### config.mk
export PLATFORM = sky130hd
export DESIGN_NAME = pipeline_hazard_controller
export DESIGN_NICKNAME = d
export VERILOG_FILES = /design/src/rtl/pipeline_hazard_controller_pkg.sv /design/src/rtl/pipeline_hazard_controller_sat_counter.sv /design/src/rtl/pipeline_hazard_controller.sv
export SDC_FILE = /design/constraint.sdc
export NUM_CORES = 1
export LEC_CHECK = 0
export CORE_UTILIZATION = 53
export DETAILED_ROUTE_END_ITERATION = 7
export GPL_ROUTABILITY_DRIVEN = 0
export PLACE_DENSITY = 0.86
export SLEW_MARGIN = 20
export SYNTH_ARGS = -nofsm -noshare
export SYNTH_HDL_FRONTEND = slang
export SYNTH_SLANG_ARGS = --single-unit
### constraint.sdc
create_clock -name clk -period 5.7 [get_ports clk]
set_input_delay 0.855 -clock clk [delete_from_list [all_inputs] [get_ports clk]]
set_output_delay 0.855 -clock clk [all_outputs]
set_load 0.01 [all_outputs]
### src/rtl/pipeline_hazard_controller_pkg.sv
// pipeline_hazard_controller_pkg: shared widths, defaults and state encoding for the hazard controller
package pipeline_hazard_controller_pkg;
   localparam int INSTRUCTION_LEN  = 32;
   localparam int ADDRESS_LEN      = 32;
   localparam int REG_ADDR_LEN     = 5;
   localparam int DEF_LOAD_LATENCY = 1;
   localparam int DEF_MEM_TIMEOUT  = 255;
   localparam int DEF_CNT_W        = 32;
   typedef enum logic [1:0] {RUN, LOAD_STALL, HALT} state_e;
endpackage

### src/rtl/pipeline_hazard_controller_sat_counter.sv
// sat_counter: up-counter with synchronous clear that sticks at all-ones
module sat_counter #(
   parameter int W = 32
) (
   input  logic         clk,
   input  logic         rst,
   input  logic         clr,
   input  logic         inc,
   output logic [W-1:0] q
);
   logic [W-1:0] q_q, q_d;
   always_comb q_d = clr ? '0 : (inc & ~&q_q) ? q_q + W'(1) : q_q;
   always_ff @(posedge clk or posedge rst) begin
      if (rst) q_q <= '0;
      else     q_q <= q_d;
   end
   assign q = q_q;
endmodule

### src/rtl/pipeline_hazard_controller.sv
// pipeline_hazard_controller: stall/flush/bubble sequencer for the 5-stage pipeline
module pipeline_hazard_controller
   import pipeline_hazard_controller_pkg::*;
#(
   parameter int REG_ADDR_W   = REG_ADDR_LEN,
   parameter int LOAD_LATENCY = DEF_LOAD_LATENCY,
   parameter int MEM_TIMEOUT  = DEF_MEM_TIMEOUT,
   parameter int CNT_W        = DEF_CNT_W
) (
   input  logic                  clk,
   input  logic                  rst,
   input  logic [REG_ADDR_W-1:0] id_rs1,
   input  logic [REG_ADDR_W-1:0] id_rs2,
   input  logic                  id_uses_rs1,
   input  logic                  id_uses_rs2,
   input  logic                  ex_mem_read,
   input  logic [REG_ADDR_W-1:0] ex_rd,
   input  logic                  ex_branch_taken,
   input  logic                  dmem_req,
   input  logic                  dmem_ready,
   output logic                  pc_write_en,
   output logic                  if_id_write_en,
   output logic                  id_ex_write_en,
   output logic                  ex_mem_write_en,
   output logic                  if_id_flush,
   output logic                  id_ex_bubble,
   output logic                  mem_wb_bubble,
   output logic                  halted,
   output logic                  mem_timeout_err,
   output logic [CNT_W-1:0]      stall_cycles,
   output logic [CNT_W-1:0]      flush_count
);
   localparam int LW = (LOAD_LATENCY > 1) ? $clog2(LOAD_LATENCY + 1) : 1;
   localparam int WW = $clog2(MEM_TIMEOUT + 1);
   state_e        state_q, state_d;
   logic [LW-1:0] ld_cnt_q, ld_cnt_d;
   logic [WW-1:0] wait_cnt_q, wait_cnt_d;
   logic          err_q, err_d;
   logic          mem_stall, load_use, halt, freeze, branch, ld_stall, timeout;
   logic          stall_inc, flush_inc;
   always_comb begin
      mem_stall       = dmem_req & ~dmem_ready;
      load_use        = ex_mem_read & (ex_rd != '0) &
                        ((id_uses_rs1 & (id_rs1 == ex_rd)) | (id_uses_rs2 & (id_rs2 == ex_rd)));
      halt            = state_q == HALT;
      freeze          = ~halt & mem_stall;
      // a taken branch makes the ID instruction wrong-path, so it beats any load-use stall
      branch          = ~halt & ~mem_stall & ex_branch_taken;
      ld_stall        = ~halt & ~mem_stall & ~ex_branch_taken & ((state_q == LOAD_STALL) | load_use);
      timeout         = freeze & (wait_cnt_q == WW'(MEM_TIMEOUT - 1));
      pc_write_en     = ~rst & ~halt & ~freeze & ~ld_stall;
      if_id_write_en  = ~rst & ~halt & ~freeze & ~ld_stall;
      id_ex_write_en  = ~rst & ~halt & ~freeze;
      ex_mem_write_en = ~rst & ~halt & ~freeze;
      if_id_flush     = ~rst & branch;
      id_ex_bubble    = ~rst & (branch | ld_stall);
      mem_wb_bubble   = ~rst & freeze;
      halted          = ~rst & halt;
      mem_timeout_err = err_q;
      stall_inc       = ~rst & ~halt & ~pc_write_en;
      flush_inc       = ~rst & branch;
      wait_cnt_d      = freeze ? wait_cnt_q + WW'(1) : '0;
      err_d           = err_q | timeout;
      state_d         = timeout ? HALT :
                        (halt | freeze) ? state_q :
                        branch ? RUN :
                        (state_q == LOAD_STALL) ? ((ld_cnt_q == LW'(1)) ? RUN : LOAD_STALL) :
                        (load_use & (LOAD_LATENCY > 1)) ? LOAD_STALL : RUN;
      ld_cnt_d        = (halt | freeze | branch) ? ld_cnt_q :
                        (state_q == LOAD_STALL) ? ld_cnt_q - LW'(1) :
                        load_use ? LW'(LOAD_LATENCY - 1) : ld_cnt_q;
   end
   always_ff @(posedge clk or posedge rst) begin
      if (rst) begin
         state_q    <= RUN;
         ld_cnt_q   <= '0;
         wait_cnt_q <= '0;
         err_q      <= 1'b0;
      end else begin
         state_q    <= state_d;
         ld_cnt_q   <= ld_cnt_d;
         wait_cnt_q <= wait_cnt_d;
         err_q      <= err_d;
      end
   end
   sat_counter #(.W(CNT_W)) u_stall_cnt (
      .clk (clk),
      .rst (rst),
      .clr (1'b0),
      .inc (stall_inc),
      .q   (stall_cycles)
   );
   sat_counter #(.W(CNT_W)) u_flush_cnt (
      .clk (clk),
      .rst (rst),
      .clr (1'b0),
      .inc (flush_inc),
      .q   (flush_count)
   );
endmodule

=== Word-level counts from Yosys, hierarchy flattened ===
Cells that the tools add are included.

* Bits of input ports: 23
* Output and inout port bits: 73
* Bits in latches: 0
* RAM bits: 0
* Memory bits (read-only): 0
* Memories kept: 0
* Bits in registers: 76

* Mux-type cells: 8
* Multiply operators: 0
* Shifts and indexed selects: 0
* Reduce and logical (&&, ||, !) cells: 7
* Div/mod/pow operators: 0
* Bitwise gates (word level): 36
* Order comparisons: 0
* Equality and inequality tests: 6
* Add/subtract/negate cells: 4

{| class="wikitable"
|+ Operator list
! kind !! count
|-
| $add A32 B1 Y32 const B || 2
|-
| $reduce_and A32 Y1 || 2
|-
| $and A1 B1 Y1 || 21
|-
| $eq A5 B5 Y1 || 2
|-
| $not A1 Y1 || 9
|-
| $add A8 B1 Y8 const B || 1
|-
| $eq A8 B8 Y1 const B || 1
|-
| $mux W8 || 1
|-
| $or A1 B1 Y1 || 6
|-
| $mux W1 || 5
|-
| $reduce_bool A5 Y1 || 1
|-
| $mux W2 || 2
|-
| $eq A2 B1 Y1 const B || 1
|-
| $eq A2 B2 Y1 const B || 1
|-
| $logic_not A1 Y1 || 2
|-
| $ne A2 B2 Y1 const B || 1
|-
| $reduce_and A2 Y1 || 1
|-
| $reduce_bool A2 Y1 || 1
|-
| $sub A1 B1 Y1 const B || 1
|}

=== Depth between registers and ports, before layout ===
* Depth after elaboration: 11
* Mapped depth: 8

=== Modules after synthesis ===
From an unflattened synthesis, not the netlist that was laid out.

* Cell total of the unflattened synthesis: 480
* Area total of the unflattened synthesis: 4511.8 um^2

{| class="wikitable"
|+ By module, submodules not included
! module !! times used !! seq. area each (um^2) !! cells an instance !! area an instance (um^2)
|-
| sat_counter || 2 || 800.8 || 195 || 1863.0
|-
| pipeline_hazard_controller || 1 || 300.3 || 90 || 785.8
|}

=== Worst setup path before layout ===
OpenSTA, ideal clock, no wires.

* Kind: input to output
* From: in rst
* To: out pc_write_en
* Data required time: 4.845 ns
* Slack: 1.546 ns
* Stages: 4
* Data arrival time: 3.299 ns
* Cell sequence: inv_1 -> and3_1 -> o21a_1 -> buf_4

* Longest elaborated chain between the ends: 4

{| class="wikitable"
|+ Ends and longest elaborated chain
! element !! line !! RTL
|-
| start, declared || pipeline_hazard_controller.sv:11 || <nowiki>input logic rst,</nowiki>
|-
| $not A1 Y1 || n/a ||
|-
| $and A1 B1 Y1 (2 in series) || n/a ||
|-
| net ex_mem_write_en || pipeline_hazard_controller.sv:24 || <nowiki>output logic ex_mem_write_en,</nowiki>
|-
| $and A1 B1 Y1 || pipeline_hazard_controller.sv:51 || <nowiki>pc_write_en = ~rst & ~halt & ~freeze & ~ld_stall;</nowiki>
|-
| end, declared || pipeline_hazard_controller.sv:21 || <nowiki>output logic pc_write_en,</nowiki>
|}

The timed path passes the listed nets, and every way through them passes these cells.

=== Worst setup path in the final report ===
* From: in ex_rd[1]
* To: out id_ex_bubble

* Longest elaborated chain between the ends: 8

{| class="wikitable"
|+ Ends and longest elaborated chain
! element !! line !! RTL
|-
| start, declared || pipeline_hazard_controller.sv:17 || <nowiki>input logic [REG_ADDR_W-1:0] ex_rd,</nowiki>
|-
| $eq A5 B5 Y1 || pipeline_hazard_controller.sv:44 || <nowiki>((id_uses_rs1 & (id_rs1 == ex_rd)) | (id_uses_rs2 & (id_rs2 == ex_rd)));</nowiki>
|-
| $and A1 B1 Y1 || pipeline_hazard_controller.sv:44 ||
|-
| $or A1 B1 Y1 || pipeline_hazard_controller.sv:44 ||
|-
| $and A1 B1 Y1 * || pipeline_hazard_controller.sv:43 || <nowiki>load_use = ex_mem_read & (ex_rd != '0) &</nowiki>
|-
| $or A1 B1 Y1 * || pipeline_hazard_controller.sv:49 || <nowiki>ld_stall = ~halt & ~mem_stall & ~ex_branch_taken & ((state_q == LOAD_STALL) | load_use);</nowiki>
|-
| $and A1 B1 Y1 * || pipeline_hazard_controller.sv:49 ||
|-
| $or A1 B1 Y1 * || pipeline_hazard_controller.sv:56 || <nowiki>id_ex_bubble = ~rst & (branch | ld_stall);</nowiki>
|-
| $and A1 B1 Y1 * || pipeline_hazard_controller.sv:56 ||
|-
| end, declared || pipeline_hazard_controller.sv:26 || <nowiki>output logic id_ex_bubble,</nowiki>
|}

Mark *: on every way between the ends. The rest lies on a longest branch, timed or not.

==> flow_metrics.env <==
export IMPL_drive_gt1_share_pct=5.895
export IMPL_netlist_area_mm2=0.003762
export IMPL_critPathLaunchType="input port"
export IMPL_root_buffer="clkbuf_8"
export IMPL_ctsHoldBuffers=0
export IMPL_ys_warn_count=0
export IMPL_grt_use_total_pct=24.56
export IMPL_die_h_um=86.26
export IMPL_ctsResizeCount=0
export IMPL_ys_types=41
export IMPL_ff2ff_path_depth=6
export IMPL_wl_per_cell_um=14.57
export IMPL_reg2reg_from="u_flush_cnt.q[26]$_DFFE_PP0P_"
export IMPL_grt_pass1_vias=3017
export IMPL_cts_tree="done"
export IMPL_rows=30
export IMPL_grt_pass1_wl_um=14100
export IMPL_synthMuxAreaShare_pct=0.2993
export IMPL_drt_first_pass_iters=4
export IMPL_min_to="mem_timeout_err$_DFF_PP0_"
export IMPL_crit_path_cell_trace="clkdlybuf4s50_1, xnor2_1, nand4_1, o22ai_1, and2_1, nor2_1, a21boi_0, clkdlybuf4s50_1"
export IMPL_core_area_mm2=0.006832
export IMPL_cp_required_ns=4.85
export IMPL_layout_common_cells="clkdlybuf4s50_1, dfrtp_1, xnor2_1"
export IMPL_die_area_mm2=0.007440
export IMPL_fin_worst_skew_ns=0.01172
export IMPL_preCtsSetupSlack_ns=1.643
export IMPL_grt_max_degree=59
export IMPL_antenna_found_initial=0
export IMPL_drcViolationCount=0
export IMPL_hp_class="reg2reg"
export IMPL_finalMaxSlewViolations=0
export IMPL_hold_path_startpoint="mem_timeout_err$_DFF_PP0_"
export IMPL_min_period_over_period_pct=65.73
export IMPL_synth_edf_count=0
export IMPL_synth_area_leader_cell="dfrtp_1"
export IMPL_power_density_mw_per_mm2=203.9
export IMPL_synth_top_family_by_area="simple AND/OR/NAND/NOR gates"
export IMPL_grt_overflow=0
export IMPL_h_tree_depth=3
export IMPL_cp_slowest_stage_delay_ns=0.56
export IMPL_final_area_mm2=0.005016
export IMPL_critPathLaunch="ex_rd[1]"
export IMPL_cts_setup_buffers=0
export IMPL_cts_sinks=76
export IMPL_die_w_um=86.26
export IMPL_num_vias=3068
export IMPL_n_antenna_cell=0
export IMPL_areaGrowthSynthToFinish_pct=33.32
export IMPL_end_kind="primary output"
export IMPL_cp_num_buf_inv=2
export IMPL_final_common_cell="clkdlybuf4s50_1"
export IMPL_min_period_ns=3.747
export IMPL_cts_buffers=9
export IMPL_synthArstFlopShare_pct=100.0
export IMPL_avgSynthCellArea_um2=10.25
export IMPL_synthXorXnorAreaFrac_pct=18.36
export IMPL_synth_area_leaders="dfrtp_1, xnor2_1, xor2_1"
export IMPL_crit_top_cell="clkdlybuf4s50_1"
export IMPL_cts_reportedPaths_clkPinSlew_ns=0.07
export IMPL_reg2reg_slack_ns=3.33
export IMPL_hold_violations=0
export IMPL_rsz0062_at_grt="false"
export IMPL_setup_viol=0
export IMPL_crit_type="in2out"
export IMPL_hold_depth=1
export IMPL_start_util_pct=55.07
export IMPL_vdd_ir_drop_worst_mv=0.1265
export IMPL_synth_fp_nets=394
export IMPL_ant_nets=0
export IMPL_slowest_stage="clkdlybuf4s50_1"
export IMPL_insertion_delay_ns=0.35
export IMPL_fin_tns_setup_ns=0
export IMPL_ios=96
export IMPL_synth_main_ff_cell="dfrtp_1"
export IMPL_synthesis_instances=367
export IMPL_finalWorstSetupSlack_ns=1.953
export IMPL_p_leak_uw=0.002163
export IMPL_io_buffer_count=95
export IMPL_critPathTopFamily="buffers and inverters"
export IMPL_drt_iter0_markers=151
export IMPL_relSlewSlack_pct=33.36
export IMPL_worst_pin_slew_ns=0.9857
export IMPL_nNetsFinal=497
export IMPL_synth_seq_area_share_pct=50.55
export IMPL_synth_top_area_share_pct=50.55
export IMPL_max_cap_violations=0
export IMPL_yosys_area_share_simple_pct=24.84
export IMPL_max_clock_freq_mhz=266.9
export IMPL_worstReg2RegEnd="u_flush_cnt.q[26]$_DFFE_PP0P_"
export IMPL_cts_buffer_depth=2
export IMPL_cp_arrival_ns=2.89
export IMPL_ys_seq_elements=76
export IMPL_cp_max_fo=3
export IMPL_status="complete, no violations"
export IMPL_utilization_pct=73.42
export IMPL_synth_compound_area_share_pct=2.527
export IMPL_vias_per_cell=5.373
export IMPL_wirelength_um=8320
export IMPL_place_detailed_hpwl_um=6171
export IMPL_synth_adder_area_share_pct=1.596
export IMPL_placed_area_mm2=0.004813
-- flip-flops by register name (all words and copies together), names as in the netlist --
| register | cells |
|---|---|
| mem_timeout_err | 1 |
| u_stall_cnt.q | 32 |
| ld_cnt_q | 1 |
| u_flush_cnt.q | 32 |
| state_q | 2 |
| wait_cnt_q | 8 |
-- power breakdown --
part           internal [uW]  total, uW  switching, uW  leakage [uW]
clock network            215        417            202     0.0000918
logic                   30.6       56.9           26.4       0.00103
registers                543        549           5.93       0.00104
total                    789       1020            234       0.00216
-- final cells by class --
class                           count  area, um^2
Multi-Input combinational cell    277        1792
Sequential cell                    76        1902
Tap cell                           96       120.1
Clock inverter                      5       61.31
Timing Repair Buffer               97       965.9
Fill cell                         498        1815
Inverter                            9       33.78
Clock buffer                       11       141.4
-- worst max path at each step --
| stage | endpoint | depth (start not counted) |
|---|---|---|
| after floorplan | pc_write_en | 4 |
| final | id_ex_bubble | 8 |
| after global placement | u_stall_cnt.q[11]$_DFFE_PP0P_ | 8 |
| after detailed placement | u_stall_cnt.q[11]$_DFFE_PP0P_ | 8 |
| after CTS | id_ex_bubble | 8 |
| after global routing | id_ex_bubble | 8 |
-- per-stage QoR --
stage                     power [uW]  hold WS [ns]  instances
after global routing            1064        0.4988        571
after CTS                       1035        0.4857        571
final                           1023        0.4784        571
after detailed placement       617.5        0.4673        555
after floorplan                582.9        0.4915        367
after global placement         615.6        0.4534        555
-- cells in the mapped netlist, types with 3 or more instances --
| master | n |
|---|---|
| and2_1 | 4 |
| xor2_1 | 26 |
| o21ai_0 | 4 |
| xnor2_1 | 51 |
| dfrtp_1 | 76 |
| inv_1 | 9 |
| or3_1 | 4 |
| nand2_1 | 32 |
| or2_2 | 3 |
| nand2b_1 | 3 |
| a21oi_1 | 3 |
| nor3_1 | 12 |
| nand4_1 | 28 |
| and4_1 | 3 |
| ha_1 | 4 |
| and3_1 | 18 |
| nand3_1 | 26 |
| nor2_1 | 35 |
-- metal layers --
layer	wire length, um	part of all wire (%)	GRT usage, %	up-vias
met2	4135	50	40.91	99
li1	-	-	-	1471
met5	0	0	0	-
met4	166	2.0	11.97	0
met3	397	4.8	4.571	15
met1	3621	44	30.97	1483
-- cells by family (layout without fill, tap and decap cells) --
family	count (synthesis)	count (layout)
DFF	76	76
xor gates and xnor gates	78	78
and+or+nand+nor	178	178
muxes	1	1
adders and majority gates	5	5
AOI/OAI and AO/OA	15	15
buffers and inverters	14	122
Power figures use the tool's default switching activity.
